$ cat config.mk
export PLATFORM = sky130hd
export DESIGN_NAME = alu_fx_pipe_flat
export DESIGN_NICKNAME = d
export VERILOG_FILES = /design/src/rtl/alu_fx_pkg.sv /design/src/rtl/alu_fx_pipe_if.sv /design/src/rtl/fx_div_iter.sv /design/src/rtl/alu_fx_pipe.sv /design/src/flat_wrapper.sv
export SDC_FILE = /design/constraint.sdc
export NUM_CORES = 2
export LEC_CHECK = 0
export CAP_MARGIN = 10
export CORE_MARGIN = 10
export CORE_UTILIZATION = 37
export CTS_BUF_LIST = sky130_fd_sc_hd__clkbuf_4
export CTS_CLUSTER_DIAMETER = 60
export DETAILED_ROUTE_END_ITERATION = 7
export PLACE_DENSITY = 0.53
export SETUP_SLACK_MARGIN = 0.4
export SLEW_MARGIN = 25
export SYNTH_ARGS = -nofsm -noshare
export SYNTH_HDL_FRONTEND = slang
export SYNTH_SLANG_ARGS = --single-unit
$ cat constraint.sdc
create_clock -name clk -period 4.2 [get_ports clk]
set_clock_uncertainty 0.15 [all_clocks]
set_input_delay 0.84 -clock clk [delete_from_list [all_inputs] [get_ports clk]]
set_output_delay 0.84 -clock clk [all_outputs]
set_load 0.03 [all_outputs]
$ cat src/rtl/alu_fx_pkg.sv
// Shared types and saturation limits for the fixed-point ALU pipe.
package alu_fx_pkg;

  typedef enum logic [3:0] {
    OpAdd   = 4'b0000,
    OpAnd   = 4'b0001,
    OpOr    = 4'b0010,
    OpNotA  = 4'b0011,
    OpMul   = 4'b0100,
    OpDiv   = 4'b0101,
    OpAddi  = 4'b0110,
    OpSub   = 4'b1001,
    OpPassA = 4'b1011
  } opcode_e;

  typedef enum logic [1:0] {StIdle, StMul, StDiv, StHold} state_e;

  localparam int unsigned MaxW = 64;

  // Largest positive n-bit two's-complement value, zero-extended to MaxW.
  function automatic logic [MaxW-1:0] sat_max(input int unsigned n);
    logic [MaxW-1:0] v;
    v = {MaxW{1'b1}};
    v = v >> (MaxW - n + 1);
    return v;
  endfunction

  // Most negative n-bit two's-complement value, zero-extended to MaxW.
  function automatic logic [MaxW-1:0] sat_min(input int unsigned n);
    logic [MaxW-1:0] v;
    v = {{(MaxW-1){1'b0}}, 1'b1};
    v = v << (n - 1);
    return v;
  endfunction

endpackage

$ cat src/rtl/alu_fx_pipe_if.sv
// Request/response bundle between an ALU client and alu_fx_pipe.
interface alu_fx_pipe_if #(
  parameter int unsigned N            = 32,
  parameter int unsigned WIDTH_OPCODE = 4
);
  logic                    in_valid;
  logic                    in_ready;
  logic [WIDTH_OPCODE-1:0] opcode;
  logic [N-1:0]            dataA;
  logic [N-1:0]            dataB;
  logic [N-1:0]            data_imm;
  logic                    out_valid;
  logic                    out_ready;
  logic [N-1:0]            data_out;
  logic                    zero;
  logic                    ovf;
  logic                    dz;
  logic                    illegal;

  modport master (
    output in_valid, opcode, dataA, dataB, data_imm, out_ready,
    input  in_ready, out_valid, data_out, zero, ovf, dz, illegal
  );

  modport slave (
    input  in_valid, opcode, dataA, dataB, data_imm, out_ready,
    output in_ready, out_valid, data_out, zero, ovf, dz, illegal
  );
endinterface

$ cat src/rtl/fx_div_iter.sv
// Restoring divider on unsigned magnitudes, one quotient bit per cycle, N+Q iterations.
module fx_div_iter #(
  parameter int unsigned N = 32,
  parameter int unsigned Q = 16
) (
  input  logic           clk_i,
  input  logic           rst_ni,
  input  logic           start_i,
  input  logic [N+Q-1:0] dividend_i,
  input  logic [N-1:0]   divisor_i,
  output logic           done_o,
  output logic [N+Q-1:0] quotient_o
);
  localparam int unsigned W    = N + Q;
  localparam int unsigned CntW = $clog2(W + 1);

  logic            busy_q, done_q;
  logic [CntW-1:0] cnt_q;
  logic [W-1:0]    dvd_q;
  logic [N-1:0]    rem_q, dsr_q;
  logic [N:0]      rem_sh, rem_sub;
  logic            ge;

  always_comb begin
    rem_sh  = {rem_q, dvd_q[W-1]};
    rem_sub = rem_sh - {1'b0, dsr_q};
    ge      = rem_sh >= {1'b0, dsr_q};
  end

  // Quotient bits shift into the dividend register as dividend bits shift out.
  always_ff @(posedge clk_i or negedge rst_ni) begin
    if (!rst_ni) begin
      busy_q <= 1'b0;
      done_q <= 1'b0;
      cnt_q  <= '0;
      dvd_q  <= '0;
      rem_q  <= '0;
      dsr_q  <= '0;
    end else begin
      done_q <= 1'b0;
      if (start_i) begin
        busy_q <= 1'b1;
        cnt_q  <= CntW'(W);
        dvd_q  <= dividend_i;
        rem_q  <= '0;
        dsr_q  <= divisor_i;
      end else if (busy_q) begin
        rem_q <= ge ? N'(rem_sub) : N'(rem_sh);
        dvd_q <= {dvd_q[W-2:0], ge};
        cnt_q <= cnt_q - 1'b1;
        if (cnt_q == CntW'(1)) begin
          busy_q <= 1'b0;
          done_q <= 1'b1;
        end
      end
    end
  end

  assign done_o     = done_q;
  assign quotient_o = dvd_q;
endmodule

$ cat src/rtl/alu_fx_pipe.sv
// Signed Q-format ALU with pipelined multiply, iterative divide and a valid/ready result hold.
module alu_fx_pipe
  import alu_fx_pkg::*;
#(
  parameter int unsigned N            = 32,
  parameter int unsigned Q            = 16,
  parameter int unsigned WIDTH_OPCODE = 4,
  parameter int unsigned MUL_STAGES   = 2,
  parameter int unsigned SAT_EN       = 1
) (
  input logic          clk,
  input logic          rstn,
  alu_fx_pipe_if.slave bus
);
  localparam int unsigned W      = N + Q;
  localparam int unsigned W2     = 2 * N;
  localparam logic [N-1:0] SatMax = N'(sat_max(N));
  localparam logic [N-1:0] SatMin = N'(sat_min(N));
  localparam logic [W-1:0] DivLim = W'(SatMin);

  state_e                   state_q;
  logic                     out_valid_q, zero_q, ovf_q, dz_q, ill_q, div_neg_q;
  logic [N-1:0]             data_q, a_q, b_q, imm_q;
  logic [WIDTH_OPCODE-1:0]  op_q;
  logic [MUL_STAGES-1:0]    mul_vld_q;
  logic signed [W2-1:0]     mul_pipe_q [MUL_STAGES];

  logic                 accept, mul_start, div_start, div_done, load_out;
  logic [N-1:0]         abs_a, abs_b, cand_raw, fin_data;
  logic [W-1:0]         div_dvd, div_quot, div_sq;
  logic [N:0]           add_r, addi_r, sub_r;
  logic signed [W2-1:0] mul_p, mul_sh;
  logic                 cand_ovf, cand_neg, cand_dz, cand_ill;

  always_comb begin
    accept    = bus.in_valid && (state_q == StIdle);
    mul_start = accept && (bus.opcode == WIDTH_OPCODE'(OpMul));
    div_start = accept && (bus.opcode == WIDTH_OPCODE'(OpDiv)) && (bus.dataB != '0);
    abs_a     = bus.dataA[N-1] ? -bus.dataA : bus.dataA;
    abs_b     = bus.dataB[N-1] ? -bus.dataB : bus.dataB;
    div_dvd   = W'(abs_a) << Q;
  end

  fx_div_iter #(
    .N (N),
    .Q (Q)
  ) u_div (
    .clk_i      (clk),
    .rst_ni     (rstn),
    .start_i    (div_start),
    .dividend_i (div_dvd),
    .divisor_i  (abs_b),
    .done_o     (div_done),
    .quotient_o (div_quot)
  );

  always_comb begin
    add_r    = {a_q[N-1], a_q} + {b_q[N-1], b_q};
    addi_r   = {a_q[N-1], a_q} + {imm_q[N-1], imm_q};
    sub_r    = {a_q[N-1], a_q} - {b_q[N-1], b_q};
    mul_p    = mul_pipe_q[MUL_STAGES-1];
    mul_sh   = mul_p >>> Q;
    div_sq   = div_neg_q ? -div_quot : div_quot;
    cand_raw = '0;
    cand_ovf = 1'b0;
    cand_neg = 1'b0;
    cand_dz  = 1'b0;
    cand_ill = 1'b0;
    if (state_q == StMul) begin
      cand_raw = N'(mul_sh);
      cand_ovf = mul_sh != W2'($signed(cand_raw));
      cand_neg = mul_p[W2-1];
    end else if (state_q == StDiv) begin
      cand_raw = N'(div_sq);
      cand_ovf = div_neg_q ? (div_quot > DivLim) : (div_quot >= DivLim);
      cand_neg = div_neg_q;
    end else begin
      case (op_q)
        WIDTH_OPCODE'(OpAdd): begin
          cand_raw = add_r[N-1:0];
          cand_ovf = add_r[N] ^ add_r[N-1];
          cand_neg = add_r[N];
        end
        WIDTH_OPCODE'(OpAddi): begin
          cand_raw = addi_r[N-1:0];
          cand_ovf = addi_r[N] ^ addi_r[N-1];
          cand_neg = addi_r[N];
        end
        WIDTH_OPCODE'(OpSub): begin
          cand_raw = sub_r[N-1:0];
          cand_ovf = sub_r[N] ^ sub_r[N-1];
          cand_neg = sub_r[N];
        end
        WIDTH_OPCODE'(OpAnd):   cand_raw = a_q & b_q;
        WIDTH_OPCODE'(OpOr):    cand_raw = a_q | b_q;
        WIDTH_OPCODE'(OpNotA):  cand_raw = ~a_q;
        WIDTH_OPCODE'(OpPassA): cand_raw = a_q;
        // A divide only lands here when the divisor was zero.
        WIDTH_OPCODE'(OpDiv): begin
          cand_dz  = 1'b1;
          cand_raw = (a_q == '0) ? '0 : (a_q[N-1] ? SatMin : SatMax);
        end
        default: cand_ill = 1'b1;
      endcase
    end
    fin_data = (cand_ovf && (SAT_EN != 0)) ? (cand_neg ? SatMin : SatMax) : cand_raw;
    load_out = ((state_q == StMul) && mul_vld_q[MUL_STAGES-1]) ||
               ((state_q == StDiv) && div_done) ||
               ((state_q == StHold) && !out_valid_q);
  end

  always_ff @(posedge clk or negedge rstn) begin
    if (!rstn) begin
      state_q     <= StIdle;
      out_valid_q <= 1'b0;
      data_q      <= '0;
      zero_q      <= 1'b0;
      ovf_q       <= 1'b0;
      dz_q        <= 1'b0;
      ill_q       <= 1'b0;
      a_q         <= '0;
      b_q         <= '0;
      imm_q       <= '0;
      op_q        <= '0;
      div_neg_q   <= 1'b0;
      mul_vld_q   <= '0;
      for (int i = 0; i < MUL_STAGES; i++) mul_pipe_q[i] <= '0;
    end else begin
      mul_vld_q[0] <= mul_start;
      for (int i = 1; i < MUL_STAGES; i++) begin
        mul_vld_q[i]  <= mul_vld_q[i-1];
        mul_pipe_q[i] <= mul_pipe_q[i-1];
      end
      if (mul_start) mul_pipe_q[0] <= $signed(bus.dataA) * $signed(bus.dataB);
      if (load_out) begin
        out_valid_q <= 1'b1;
        data_q      <= fin_data;
        zero_q      <= (fin_data == '0);
        ovf_q       <= cand_ovf;
        dz_q        <= cand_dz;
        ill_q       <= cand_ill;
      end
      case (state_q)
        StIdle: if (accept) begin
          a_q       <= bus.dataA;
          b_q       <= bus.dataB;
          imm_q     <= bus.data_imm;
          op_q      <= bus.opcode;
          div_neg_q <= bus.dataA[N-1] ^ bus.dataB[N-1];
          state_q   <= mul_start ? StMul : (div_start ? StDiv : StHold);
        end
        StMul:  if (mul_vld_q[MUL_STAGES-1]) state_q <= StHold;
        StDiv:  if (div_done) state_q <= StHold;
        StHold: if (out_valid_q && bus.out_ready) begin
          out_valid_q <= 1'b0;
          state_q     <= StIdle;
        end
        default: state_q <= StIdle;
      endcase
    end
  end

  assign bus.in_ready  = (state_q == StIdle);
  assign bus.out_valid = out_valid_q;
  assign bus.data_out  = data_q;
  assign bus.zero      = zero_q;
  assign bus.ovf       = ovf_q;
  assign bus.dz        = dz_q;
  assign bus.illegal   = ill_q;
endmodule

$ cat src/flat_wrapper.sv
// flat-port wrapper written by rule: the top's interface ports become plain ports
module alu_fx_pipe_flat import alu_fx_pkg::*;
#(
  parameter int unsigned N            = 32,
  parameter int unsigned Q            = 16,
  parameter int unsigned WIDTH_OPCODE = 4,
  parameter int unsigned MUL_STAGES   = 2,
  parameter int unsigned SAT_EN       = 1
)
  (clk, rstn, bus_in_valid, bus_opcode, bus_dataA, bus_dataB, bus_data_imm, bus_out_ready, bus_in_ready, bus_out_valid, bus_data_out, bus_zero, bus_ovf, bus_dz, bus_illegal);
  alu_fx_pipe_if #(.N(N), .WIDTH_OPCODE(WIDTH_OPCODE)) bus_i ();
  input logic clk;
  input logic rstn;
  input wire logic [$bits(bus_i.in_valid)-1:0] bus_in_valid;
  input wire logic [$bits(bus_i.opcode)-1:0] bus_opcode;
  input wire logic [$bits(bus_i.dataA)-1:0] bus_dataA;
  input wire logic [$bits(bus_i.dataB)-1:0] bus_dataB;
  input wire logic [$bits(bus_i.data_imm)-1:0] bus_data_imm;
  input wire logic [$bits(bus_i.out_ready)-1:0] bus_out_ready;
  output wire logic [$bits(bus_i.in_ready)-1:0] bus_in_ready;
  output wire logic [$bits(bus_i.out_valid)-1:0] bus_out_valid;
  output wire logic [$bits(bus_i.data_out)-1:0] bus_data_out;
  output wire logic [$bits(bus_i.zero)-1:0] bus_zero;
  output wire logic [$bits(bus_i.ovf)-1:0] bus_ovf;
  output wire logic [$bits(bus_i.dz)-1:0] bus_dz;
  output wire logic [$bits(bus_i.illegal)-1:0] bus_illegal;
  assign bus_i.in_valid = bus_in_valid;
  assign bus_i.opcode = bus_opcode;
  assign bus_i.dataA = bus_dataA;
  assign bus_i.dataB = bus_dataB;
  assign bus_i.data_imm = bus_data_imm;
  assign bus_i.out_ready = bus_out_ready;
  assign bus_in_ready = bus_i.in_ready;
  assign bus_out_valid = bus_i.out_valid;
  assign bus_data_out = bus_i.data_out;
  assign bus_zero = bus_i.zero;
  assign bus_ovf = bus_i.ovf;
  assign bus_dz = bus_i.dz;
  assign bus_illegal = bus_i.illegal;
  alu_fx_pipe #(.N(N), .Q(Q), .WIDTH_OPCODE(WIDTH_OPCODE), .MUL_STAGES(MUL_STAGES), .SAT_EN(SAT_EN)) u_core (.clk(clk), .rstn(rstn), .bus(bus_i));
endmodule
==> results.cfg <==
[timing]
tns_ns = -132.81
slew_viol_final = 0
slew_headroom_pct = 44.30
rsz0062_at_grt = true
finalSetupViolations = 52
hold_viol = 0
tightestPinTransition_ns = 0.8355
max_freq_mhz = 131.5
layout_setup_ws_ns = -3.403
fin_crit_ns = 7.603
finalCritPeriodShare_pct = 181.0

[synth]
synth_top_family_by_area = adder cells
yosys_warnings = 0
synth_seq_cells = 358
synth_edf_count = 0
synth_common_cells = inv_1 (1175), fa_1 (1085), nand2_1 (823)
yosysMostFrequentCell = inv_1
syn-num-nets = 8415
synth-xor-area-share_pct = 3.029
synth-adder-area-share_pct = 42.38
synthTopCellsByArea = fa_1 (35%), dfrtp_1 (15%), inv_1 (7.2%)
synth_simple_gate_area_share_pct = 16.29
synth_compound_area_share_pct = 10.93
async_reset_ff_share_pct = 100.0
syn_inst = 6876
mappedNetlistArea_um2 = 61590
syn_avg_cell_area_um2 = 8.957
synth_top_area_share_pct = 35.27
ys_seq_area_share_pct = 14.55
synth_cell_types = 91
yosysTopAreaCell = fa_1
muxShareOfSynthArea_pct = 3.001
ys.flop_type = dfrtp_1

[critical_path]
worstSetupStartpointType = input pin
startpoint = bus_dataA[4]
critical-path-top-delay-family = adder cells
path_max_fanout = 8
cp_slowest_cell = fa_2
timing.rr.start = u_core.a_q[7]
endpoint_kind = flop
required_ns = 4.96
path_class = in2reg
crit_buf_inv = 4
max_stage_delay_ns = 0.60
arrival_ns = 8.36

[drt]
antenna_left = 0
vias_per_cell = 5.270
detail_route.wl_per_cell_um = 24.57
drt_iter0_markers = 3461
dr_total_vias = 53655
firstDrtPassIters = 8
drcViolationCount = 0
wirelength_um = 250100

[place]
post-place-ws_ns = -5.114
gp_congestion = 0.9896
post-dp-hpwl_um = 197600
numPortBuffers = 141

[die]
die_w_um = 428.0
initial_utilization_pct = 37.29
die-area_um2 = 183200
die_h_um = 428.0
num_rows = 149
coreArea_um2 = 165200
io_pins = 142

[clocking]
cts_root_buf = clkbuf_4
worstSkewPairLatency_ns = 1.03
cts_buffer_depth = 3
cts-buffers-inserted = 102
cts_tree = yes
path_clk_slew_ns = 0.07
clock_sinks = 358
htreeDepth = 3

[finish]
syn_to_final_growth_pct = 29.52
nets = 9454
layout-drive-gt1-share_pct = 26.19
fin_util_pct = 48.30

[flow_run]
cap_viol_max_count = 0

[hold_path]
hold_path_class = in2reg
hold_start = bus_dataA[11]

[global_route]
track_usage_pct = 26.99
grt_pass1_wl_um = 374600
antenna_found_initial = 17
grt_max_degree = 110
overflow = 0
grt_pass1_vias = 56910

[status]
violations = negative setup slack
outcome = finished, violations left
[area by class of cell]
class / instances / area, um2
antenna: 10 / 25.02
tap: 2189 / 2739
timing repair buffer: 1363 / 13050
clock buffer: 147 / 1104
fill: 15787 / 85400
multi-input combinational: 4912 / 49280
inverter: 1178 / 4448
clock inverter: 25 / 147.6
sequential: 358 / 8979
[path summary, 6_finish.rpt]
check	endpoint	slack, ns	cells after the start
worst max register to register	u_core.bus.zero	-0.16	19
worst min register to register	u_core.mul_p[42]	0.19	0
worst max-delay path	u_core.mul_pipe_q[124]	-3.40	26
max in group asynchronous	u_core.a_q[23]	2.62	3
worst min-delay path	u_core.u_div.quotient_o[27]	0.07	4
min in group asynchronous	u_core.u_div.cnt_q[2]	0.21	2
[layout by cell type, fill, tap and decap left out, types with 27 or more instances in the layout]
master	Yosys	routed
a211oi_1	56	29
a21o_1	69	69
a21oi_1	227	185
a21oi_2	0	34
a31oi_1	35	31
and2_1	500	461
and2_4	0	39
buf_12	0	108
buf_4	1	1009
buf_6	1	103
buf_8	0	27
clkbuf_4	0	147
clkdlybuf4s50_1	0	75
dfrtp_1	358	344
fa_1	1085	997
fa_2	0	88
ha_1	350	304
ha_4	0	42
inv_1	1175	1120
inv_2	0	55
mux2_2	101	100
mux2i_1	71	70
nand2_1	823	790
nand2b_1	38	35
nand3_1	51	46
nand4_1	34	34
nor2_1	302	286
nor2b_1	36	34
nor3_1	74	63
nor4_1	46	40
o21a_1	32	30
o21ai_0	289	164
o21ai_1	2	108
o21bai_1	31	30
o31ai_1	51	42
xnor2_1	153	139
xor2_1	60	54
[kinds of logic (layout without fill, tap and decap cells)]
kind of cell    Yosys count  count (layout)
xor+xnor                213             213
simple gates           2051            2051
mux                     172             172
flops                   358             358
buf+inv                1606            2713
other cells               0              10
compound gates         1041            1041
fa+ha+maj              1435            1435
[repair_timing]
| action | 4_1_cts | 5_1_grt |
|---|---|---|
| pin swaps | 265 | 189 |
| hold endpoints to repair | 65 | 0 |
| setup endpoints to repair | 193 | 149 |
| cloned | 27 | 2 |
| setup buffers | 94 | 24 |
| gates resized for setup | 639 | 248 |
| hold buffers | 1 | 0 |
[layer usage]
metal | vias to the layer above | share of wire [%] | track usage, % | wire, um
li1 | 23886 | - | - | -
met1 | 27594 | 42 | 35.10 | 105300
met2 | 1696 | 47 | 44.29 | 117100
met3 | 469 | 5.6 | 3.813 | 14080
met4 | 10 | 5.5 | 12.67 | 13660
met5 | - | 0.024 | 0 | 60
[worst min-delay path, stage by stage]
cell and delay, ns:
buf_8 0.13, xnor2_1 0.08, nand2_1 0.06, o21ai_1 0.05
[per-stage QoR]
| stage | std cells | area, um2 | hold WS, ns |
|---|---|---|---|
| after floorplan | 6876 | 63170 | 0.1812 |
| after global placement | 9851 | 73490 | 0.1861 |
| after detailed placement | 9851 | 73490 | 0.1864 |
| after CTS | 10145 | 78620 | 0.0002960 |
| after global routing | 10175 | 79760 | 0.04071 |
| final | 10182 | 79770 | 0.06855 |
[registers in the layout, summed over array words and instances (netlist names)]
name	cells
u_core.mul_p	48
u_core.mul_pipe_q	48
u_core.u_div.quotient_o	48
u_core.a_q	32
u_core.b_q	32
u_core.bus.data_out	32
u_core.imm_q	32
u_core.u_div.dsr_q	32
u_core.u_div.rem_q	32
u_core.u_div.cnt_q	6
u_core.op_q	4
u_core.mul_vld_q	2
u_core.state_q	2
u_core.bus.dz	1
u_core.bus.illegal	1
u_core.bus.out_valid	1
u_core.bus.ovf	1
u_core.bus.zero	1
u_core.div_neg_q	1
u_core.u_div.busy_q	1
u_core.u_div.done_o	1
Power is not shown: default switching activity piles up to over one toggle a cycle in this logic, so the estimate is an artifact.
